$ cat src/rtl/tqvp_ws2812b_pkg.sv
// Shared definitions for the WS2812B driver and receiver peripherals.
// Contents:
//   - byte register map addresses (driver names, receiver aliases)
//   - default pulse timing at a 64 MHz project clock
//   - receiver decoder FSM state encoding
//   - helper that selects a colour byte of a GRB word by register address
package tqvp_ws2812b_pkg;

    // Driver register names; the receiver reuses the same slots.
    localparam logic [3:0] ADDR_READY  = 4'h0;
    localparam logic [3:0] ADDR_PUSH   = 4'h1;
    localparam logic [3:0] ADDR_G      = 4'h2;
    localparam logic [3:0] ADDR_R      = 4'h3;
    localparam logic [3:0] ADDR_B      = 4'h4;
    localparam logic [3:0] ADDR_STATUS = ADDR_READY;
    localparam logic [3:0] ADDR_CTRL   = ADDR_PUSH;
    localparam logic [3:0] ADDR_SKIP   = 4'h5;

    // Timing in 64 MHz clock cycles.
    localparam int RX_PIN_DEF   = 1;
    localparam int T_THRESH_DEF = 38;
    localparam int T_MIN_DEF    = 8;
    localparam int T_MAX_DEF    = 80;
    localparam int T_RESET_DEF  = 3200;
    localparam int CW_DEF       = 12;

    typedef enum logic [1:0] {
        ST_SYNC = 2'd0,
        ST_IDLE = 2'd1,
        ST_HIGH = 2'd2,
        ST_LOW  = 2'd3
    } rx_state_e;

    // Colour byte of a GRB word for the G/R/B register addresses, 0 otherwise.
    function automatic logic [7:0] grb_byte(input logic [23:0] w, input logic [3:0] addr);
        logic [7:0] b;
        case (addr)
            ADDR_G:  b = w[23:16];
            ADDR_R:  b = w[15:8];
            ADDR_B:  b = w[7:0];
            default: b = 8'h00;
        endcase
        return b;
    endfunction

endpackage

$ cat src/rtl/ws2812b_rx_decoder.sv
// WS2812B NRZ bit decoder: edge detect, pulse counter, FSM and shift register.
// Ports:
//   clk, rst_n    project clock, synchronous active-low reset
//   rx_i          synchronized data line
//   word_o        assembled GRB word, valid with word_valid_o
//   word_valid_o  1-cycle strobe on the 24th valid falling edge
//   frame_end_o   1-cycle strobe when the latch low period completes
//   error_o       1-cycle strobe on runt/overlong pulse or truncated word
//   busy_o        a partial word is being assembled
// The strobes are decoded combinationally from the current state so that
// the parent can capture a word on the same edge that ends its last bit.
module ws2812b_rx_decoder
    import tqvp_ws2812b_pkg::*;
#(
    parameter int T_THRESH = T_THRESH_DEF,
    parameter int T_MIN    = T_MIN_DEF,
    parameter int T_MAX    = T_MAX_DEF,
    parameter int T_RESET  = T_RESET_DEF,
    parameter int CW       = CW_DEF
) (
    input  logic        clk,
    input  logic        rst_n,
    input  logic        rx_i,
    output logic [23:0] word_o,
    output logic        word_valid_o,
    output logic        frame_end_o,
    output logic        error_o,
    output logic        busy_o
);

    localparam logic [CW-1:0] CNT_ZERO   = {CW{1'b0}};
    localparam logic [CW-1:0] CNT_ONE    = {{(CW-1){1'b0}}, 1'b1};
    localparam logic [CW-1:0] CNT_SAT    = {CW{1'b1}};
    localparam logic [CW-1:0] T_THRESH_C = CW'(T_THRESH);
    localparam logic [CW-1:0] T_MIN_C    = CW'(T_MIN);
    localparam logic [CW-1:0] T_MAX_C    = CW'(T_MAX);
    localparam logic [CW-1:0] T_RESET_C  = CW'(T_RESET);

    rx_state_e     state_q;
    logic          rx_prev_q;
    logic [CW-1:0] cnt_q;
    logic [4:0]    bitcnt_q;
    logic [22:0]   shift_q;

    logic          rise_s, fall_s;
    logic          overrun_s, runt_s, bit_ok_s, bit_val_s, latch_s;
    logic [CW-1:0] cnt_inc_s;

    assign rise_s    = rx_i & ~rx_prev_q;
    assign fall_s    = ~rx_i & rx_prev_q;
    assign cnt_inc_s = (cnt_q == CNT_SAT) ? cnt_q : cnt_q + CNT_ONE;

    // The counter is loaded with 1 on each edge so that it holds the number
    // of cycles spent at the current level, including the edge cycle.
    assign overrun_s = (state_q == ST_HIGH) && (cnt_q > T_MAX_C);
    assign runt_s    = (state_q == ST_HIGH) && !overrun_s && fall_s && (cnt_q < T_MIN_C);
    assign bit_ok_s  = (state_q == ST_HIGH) && !overrun_s && fall_s && (cnt_q >= T_MIN_C);
    assign bit_val_s = (cnt_q >= T_THRESH_C);
    assign latch_s   = (state_q == ST_LOW) && !rise_s && (cnt_q == T_RESET_C);

    assign word_o       = {shift_q, bit_val_s};
    assign word_valid_o = bit_ok_s && (bitcnt_q == 5'd23);
    assign frame_end_o  = latch_s;
    assign error_o      = overrun_s || runt_s || (latch_s && (bitcnt_q != 5'd0));
    assign busy_o       = (bitcnt_q != 5'd0);

    // Edge history, pulse counter, bit assembly and decoder state.
    always_ff @(posedge clk) begin
        if (!rst_n) begin
            state_q   <= ST_SYNC;
            rx_prev_q <= 1'b0;
            cnt_q     <= CNT_ZERO;
            bitcnt_q  <= 5'd0;
            shift_q   <= 23'd0;
        end else begin
            rx_prev_q <= rx_i;
            case (state_q)
                ST_SYNC: begin
                    // Only a full latch period proves we are between frames.
                    if (rx_i) begin
                        cnt_q <= CNT_ZERO;
                    end else if (cnt_q == (T_RESET_C - CNT_ONE)) begin
                        cnt_q   <= CNT_ZERO;
                        state_q <= ST_IDLE;
                    end else begin
                        cnt_q <= cnt_inc_s;
                    end
                end
                ST_IDLE: begin
                    if (rise_s) begin
                        cnt_q   <= CNT_ONE;
                        state_q <= ST_HIGH;
                    end
                end
                ST_HIGH: begin
                    if (overrun_s) begin
                        bitcnt_q <= 5'd0;
                        cnt_q    <= CNT_ZERO;
                        state_q  <= ST_SYNC;
                    end else if (fall_s) begin
                        cnt_q   <= CNT_ONE;
                        state_q <= ST_LOW;
                        if (runt_s) begin
                            bitcnt_q <= 5'd0;
                        end else begin
                            shift_q  <= word_o[22:0];
                            bitcnt_q <= (bitcnt_q == 5'd23) ? 5'd0 : bitcnt_q + 5'd1;
                        end
                    end else begin
                        cnt_q <= cnt_inc_s;
                    end
                end
                ST_LOW: begin
                    if (rise_s) begin
                        cnt_q   <= CNT_ONE;
                        state_q <= ST_HIGH;
                    end else if (latch_s) begin
                        // A partial word at the latch is discarded.
                        bitcnt_q <= 5'd0;
                        cnt_q    <= CNT_ZERO;
                        state_q  <= ST_IDLE;
                    end else begin
                        cnt_q <= cnt_inc_s;
                    end
                end
                default: begin
                    bitcnt_q <= 5'd0;
                    cnt_q    <= CNT_ZERO;
                    state_q  <= ST_SYNC;
                end
            endcase
        end
    end

endmodule

$ cat src/rtl/tqvp_cattuto_ws2812b_receiver.sv
// TinyQV byte peripheral: WS2812B receiver with a 2-word FIFO.
// Ports:
//   clk, rst_n   project clock, synchronous active-low reset
//   ui_in        synchronized PMOD inputs, ui_in[RX_PIN] is the data line
//   uo_out       bit1 = data available, other bits 0 (registered)
//   address      register address
//   data_write   single-cycle write strobe
//   data_in      write data
//   data_out     read data, combinational on address
// Registers: 0 STATUS, 1 CTRL (pop/clear, reads word index), 2/3/4 G/R/B
// of the FIFO head, 5 SKIP.
module tqvp_cattuto_ws2812b_receiver
    import tqvp_ws2812b_pkg::*;
#(
    parameter int RX_PIN   = RX_PIN_DEF,
    parameter int T_THRESH = T_THRESH_DEF,
    parameter int T_MIN    = T_MIN_DEF,
    parameter int T_MAX    = T_MAX_DEF,
    parameter int T_RESET  = T_RESET_DEF,
    parameter int CW       = CW_DEF
) (
    input  logic       clk,
    input  logic       rst_n,
    input  logic [7:0] ui_in,
    output logic [7:0] uo_out,
    input  logic [3:0] address,
    input  logic       data_write,
    input  logic [7:0] data_in,
    output logic [7:0] data_out
);

    logic [23:0] dec_word_s;
    logic        dec_valid_s, dec_frame_end_s, dec_error_s, dec_busy_s;

    ws2812b_rx_decoder #(
        .T_THRESH (T_THRESH),
        .T_MIN    (T_MIN),
        .T_MAX    (T_MAX),
        .T_RESET  (T_RESET),
        .CW       (CW)
    ) u_decoder (
        .clk          (clk),
        .rst_n        (rst_n),
        .rx_i         (ui_in[RX_PIN]),
        .word_o       (dec_word_s),
        .word_valid_o (dec_valid_s),
        .frame_end_o  (dec_frame_end_s),
        .error_o      (dec_error_s),
        .busy_o       (dec_busy_s)
    );

    logic        unused_s;
    assign unused_s = &{1'b0, ui_in};

    logic [23:0] mem_q [0:1];
    logic        head_q, tail_q;
    logic [1:0]  count_q, count_d;
    logic        overflow_q, frame_end_q, error_q;
    logic [7:0]  word_idx_q, skip_q, uo_out_q;

    logic        ctrl_wr_s, clr_s, push_req_s, push_s, pop_s, ovf_set_s;
    logic [23:0] head_word_s;

    assign ctrl_wr_s   = data_write && (address == ADDR_CTRL);
    assign clr_s       = ctrl_wr_s && data_in[1];
    assign head_word_s = (count_q != 2'd0) ? mem_q[head_q] : 24'h000000;
    assign uo_out      = uo_out_q;

    // FIFO push/pop arbitration; a pop frees the slot a same-cycle push needs.
    always_comb begin
        push_req_s = dec_valid_s && (word_idx_q >= skip_q);
        pop_s      = ctrl_wr_s && data_in[0] && (count_q != 2'd0);
        push_s     = push_req_s && ((count_q != 2'd2) || pop_s);
        ovf_set_s  = push_req_s && (count_q == 2'd2) && !pop_s;
        if (push_s && !pop_s) begin
            count_d = count_q + 2'd1;
        end else if (pop_s && !push_s) begin
            count_d = count_q - 2'd1;
        end else begin
            count_d = count_q;
        end
    end

    // Register read mux.
    always_comb begin
        data_out = 8'h00;
        case (address)
            ADDR_STATUS: data_out = {dec_busy_s, 3'b000, error_q, frame_end_q,
                                     overflow_q, (count_q != 2'd0)};
            ADDR_CTRL:   data_out = word_idx_q;
            ADDR_G,
            ADDR_R,
            ADDR_B:      data_out = grb_byte(head_word_s, address);
            ADDR_SKIP:   data_out = skip_q;
            default:     data_out = 8'h00;
        endcase
    end

    // FIFO storage, sticky flags (set wins over clear), word index and SKIP.
    always_ff @(posedge clk) begin
        if (!rst_n) begin
            mem_q[0]    <= 24'h000000;
            mem_q[1]    <= 24'h000000;
            head_q      <= 1'b0;
            tail_q      <= 1'b0;
            count_q     <= 2'd0;
            overflow_q  <= 1'b0;
            frame_end_q <= 1'b0;
            error_q     <= 1'b0;
            word_idx_q  <= 8'd0;
            skip_q      <= 8'd0;
            uo_out_q    <= 8'h00;
        end else begin
            if (push_s) begin
                mem_q[tail_q] <= dec_word_s;
                tail_q        <= ~tail_q;
            end
            if (pop_s) begin
                head_q <= ~head_q;
            end
            count_q     <= count_d;
            overflow_q  <= ovf_set_s | (overflow_q & ~clr_s);
            frame_end_q <= dec_frame_end_s | (frame_end_q & ~clr_s);
            error_q     <= dec_error_s | (error_q & ~clr_s);
            if (dec_frame_end_s) begin
                word_idx_q <= 8'd0;
            end else if (dec_valid_s && (word_idx_q != 8'hFF)) begin
                word_idx_q <= word_idx_q + 8'd1;
            end
            if (data_write && (address == ADDR_SKIP)) begin
                skip_q <= data_in;
            end
            uo_out_q <= {6'b000000, (count_d != 2'd0), 1'b0};
        end
    end

endmodule

$ cat config.mk
export PLATFORM = sky130hd
export DESIGN_NAME = tqvp_cattuto_ws2812b_receiver
export DESIGN_NICKNAME = d
export VERILOG_FILES = /design/src/rtl/tqvp_ws2812b_pkg.sv /design/src/rtl/ws2812b_rx_decoder.sv /design/src/rtl/tqvp_cattuto_ws2812b_receiver.sv
export SDC_FILE = /design/constraint.sdc
export NUM_CORES = 1
export LEC_CHECK = 0
export ABC_CLOCK_PERIOD_IN_PS = 4300
export BUFFER_PORTS_ARGS = -buffer_cell sky130_fd_sc_hd__buf_4
export CAP_MARGIN = 15
export CORE_MARGIN = 4
export CORE_UTILIZATION = 55
export DETAILED_ROUTE_END_ITERATION = 12
export GPL_TIMING_DRIVEN = 0
export PLACE_DENSITY = 0.75
export SYNTH_ARGS = -nofsm -noshare
export SYNTH_HDL_FRONTEND = slang
export SYNTH_SLANG_ARGS = --single-unit
$ cat constraint.sdc
create_clock -name clk -period 4.3 [get_ports clk]
set_clock_uncertainty 0.15 [all_clocks]
set_input_delay 0.86 -clock clk [delete_from_list [all_inputs] [get_ports clk]]
set_output_delay 0.86 -clock clk [all_outputs]
set_load 0.01 [all_outputs]
==> impl_results.md <==
- Outcome: finished clean
- Cell Pwr Density: 389 nW/um^2
- Min Tclk post-route: ~4200 ps
- Final hold vios: 0
- Clk slew on worst S/H paths: approximately 50 ps
- Post-DP HPWL: 9970 um
- Diodes inserted: 0
- Final slew viol count: 0
- Initial antenna violation count: 0
- Worst relative slew slack: between 20% and 30%
- Synth unique cells: a little over 60
- Nets: between 600 and 700
- Tot GR Track Use: 24.8%
- H-tree levels: 4
- Final Cycle Share: a little over nine tenths
- Drt first pass iters: 6
- Synth-to-Final Area Change: 16.8%
- Root Driver: clkbuf_8
- Mapped Cells: approximately 600
- Largest net degree at the start of global routing: 25
- Seq/Total Area, Yosys: 48.7%
- Warnings from Yosys: 0
- I/O pins: 39
- Pleak: about 2.3 nW
- Worst-Margin Slew: 1070 ps
- Worst EP arrival: around 3200 ps
- Row cnt: 37
- Maximum vdd drop: around 0.23 mV
- Clock Tree Buf Depth: 2
- Max Cap Viol: 0
- DIE HEIGHT: 110 um
- Post-CTS Setup Bufs: 0
- Chip width: between 100 and 150 um
- Gr ovfl total: 0
- Post-synth EDFFs: 48
- Share of cells above drive strength 1: 13.6%
- Initial DRC count: slightly below 600
- Drt wl/cell: ~18 um
- Syn_area_per_cell: approximately 9.6 sq um
- Post-DRT Antenna Nets: 0
- Worst EP required: about 3300 ps
- Synthesized area: around 5800 sq um
- Initial Util: 56.0%
- Via-per-instance ratio: approximately 6.0
- CTS buffer count: 17
- Final Instance Count excl. Fillers: 803
- Post-Place Cells: 770
- CTS tree: done
- Crit path capture type: output port
- Post-synth ARST share: 0%
- Synth Register Bits: roughly 120
- Crit-path max FO: 10
- Commonest non-fill, non-tap cell in the layout: nand2_1
- Routed via count: about 4800
- Detailed Route WL: between 10000 and 15000 um
- Unrepaired setup endpoints after global routing: false
- GP Congestion: 0.957
- Clock latency reported for the late side of the worst-skew pair: between 500 and 600 ps
- Final Setup Violations: 0
- Most used DFF post-synth: dfxtp_1
- Most frequent cells in the layout: nand2_1 (83), dfxtp_1 (68), and2_1 (51)
- Die footprint: 12200 sq um
- WHS: approximately 320 ps
- Global-route wire length before repair: between 20000 and 25000 um
- Vias in the first global route: between 4000 and 5000
- F_max: between 200 and 250 MHz
- Std-Cell Core Area: 10300 sq um
- PortBufs: 24
- Residual DRC: 0
- Min-Delay Path Class: flip-flop to flip-flop
- Crit start category: input port
- Crit Path Class: input port to output port
- CTS Sinks: 116
power by group:
group	switching [mW]	internal, mW	leakage (nW)
Combinational	0.0711	0.0461	1.07
Clock	0.498	0.814	0.266
Sequential	0.0125	1.17	1.00
Total	0.581	2.03	2.34
flip-flops by register name, summed over array words and instances, names as in the netlist, named ones only:
name,count
count_q,2
error_q,1
frame_end_q,1
head_q,1
mem_q,48
overflow_q,1
skip_q,8
tail_q,1
u_decoder.bitcnt_q,5
u_decoder.cnt_q,12
u_decoder.rx_prev_q,1
u_decoder.shift_q,23
u_decoder.state_q,2
uo_out,1
word_idx_q,8
stage by stage:
step | setup WS [ps] | util (%) | area [sq um] | setup TNS, ps | power (mW)
after floorplan | 748 | - | 5780 | 0 | 1.28
after global placement | -218 | 59.6 | 6130 | -1430 | 1.32
after detailed placement | 56.8 | 59.7 | 6140 | 0 | 1.32
after CTS | 132 | 65.2 | 6700 | 0 | 2.62
after global routing | 48.2 | 65.4 | 6720 | 0 | 2.69
final | 99.0 | 65.4 | 6720 | 0 | 2.61
per-layer routing:
metal | share of wire [%] | track usage, % | up-vias
met1 | 42 | 32.7 | 2251
li1 | - | - | 2304
met4 | 2.0 | 9.41 | 0
met5 | 0 | 0 | -
met2 | 47 | 39.7 | 217
met3 | 8.7 | 5.94 | 33
what timing repair did:
action | CTS | global route
resized for setup | 1 | 1
pin swaps | 0 | 0
endpoints found under the setup margin | 1 | 7
hold buffers | 0 | 0
final timing paths:
path,startpoint,end,slack (ps),depth (start not counted)
max,address[3],data_out[4],100,7
min,skip_q[1]$_SDFFE_PN0P_,skip_q[1]$_SDFFE_PN0P_,320,2
max reg2reg,word_idx_q[0]$_SDFFE_PP0P_,mem_q[0][0]$_SDFFCE_PN0P_,690,9
min reg2reg,skip_q[1]$_SDFFE_PN0P_,skip_q[1]$_SDFFE_PN0P_,320,2
cell type report:
class / instances / area [sq um]
Buffer: 39 / 209
Clock buffer: 17 / 414
Clock inverter: 15 / 141
Fill cell: 830 / 3550
Inverter: 19 / 71.3
Multi-Input combinational cell: 434 / 2710
Sequential cell: 116 / 2800
Tap cell: 136 / 170
Timing Repair Buffer: 27 / 205
critical path, cell delays in order:
cell	delay, ps
buf_4	140
nor3_1	730
clkbuf_1	520
a222oi_1	220
mux2_2	340
o21ai_0	210
buf_4	170
Yosys cell counts (3+ instances only):
cell type	instances	area [sq um]
nor4_1	6	37.5
a22oi_1	8	60.1
mux2_2	9	101
and3_1	4	25.0
nand2_1	83	312
nor2b_1	7	43.8
ha_1	15	188
xor2_1	8	70.1
clkbuf_1	24	90.1
edfxtp_1	48	1440
mux2i_1	3	30.0
nand3_1	21	105
a211oi_1	4	30.0
buf_6	3	33.8
nand2b_1	9	56.3
a222oi_1	17	170
nor3_1	9	45.0
a21o_1	3	22.5
inv_1	19	71.3
a2111oi_0	4	35.0
nor2_1	32	120
dfxtp_1	68	1360
a31oi_1	7	43.8
o211ai_1	5	37.5
xnor2_1	3	26.3
o21ai_0	20	100
a311oi_1	3	26.3
buf_4	10	75.1
and2_1	51	319
a21oi_1	44	220
o21a_1	3	22.5
nor4b_1	4	35.0
nand4_1	13	81.3
kinds of logic after synthesis:
kind of cell,count (synthesis),synth area share [%]
multiplexers,12,2.28
buffers and inverters,58,4.87
flip-flops,116,48.7
other,1,0.0651
AND/OR/NAND/NOR,258,23.7
adder cells (fa/ha/maj),15,3.26
AO/OA/AOI/OAI,131,15.4
XOR/XNOR,11,1.67
No activity file was read; power rests on OpenSTA's default activity.
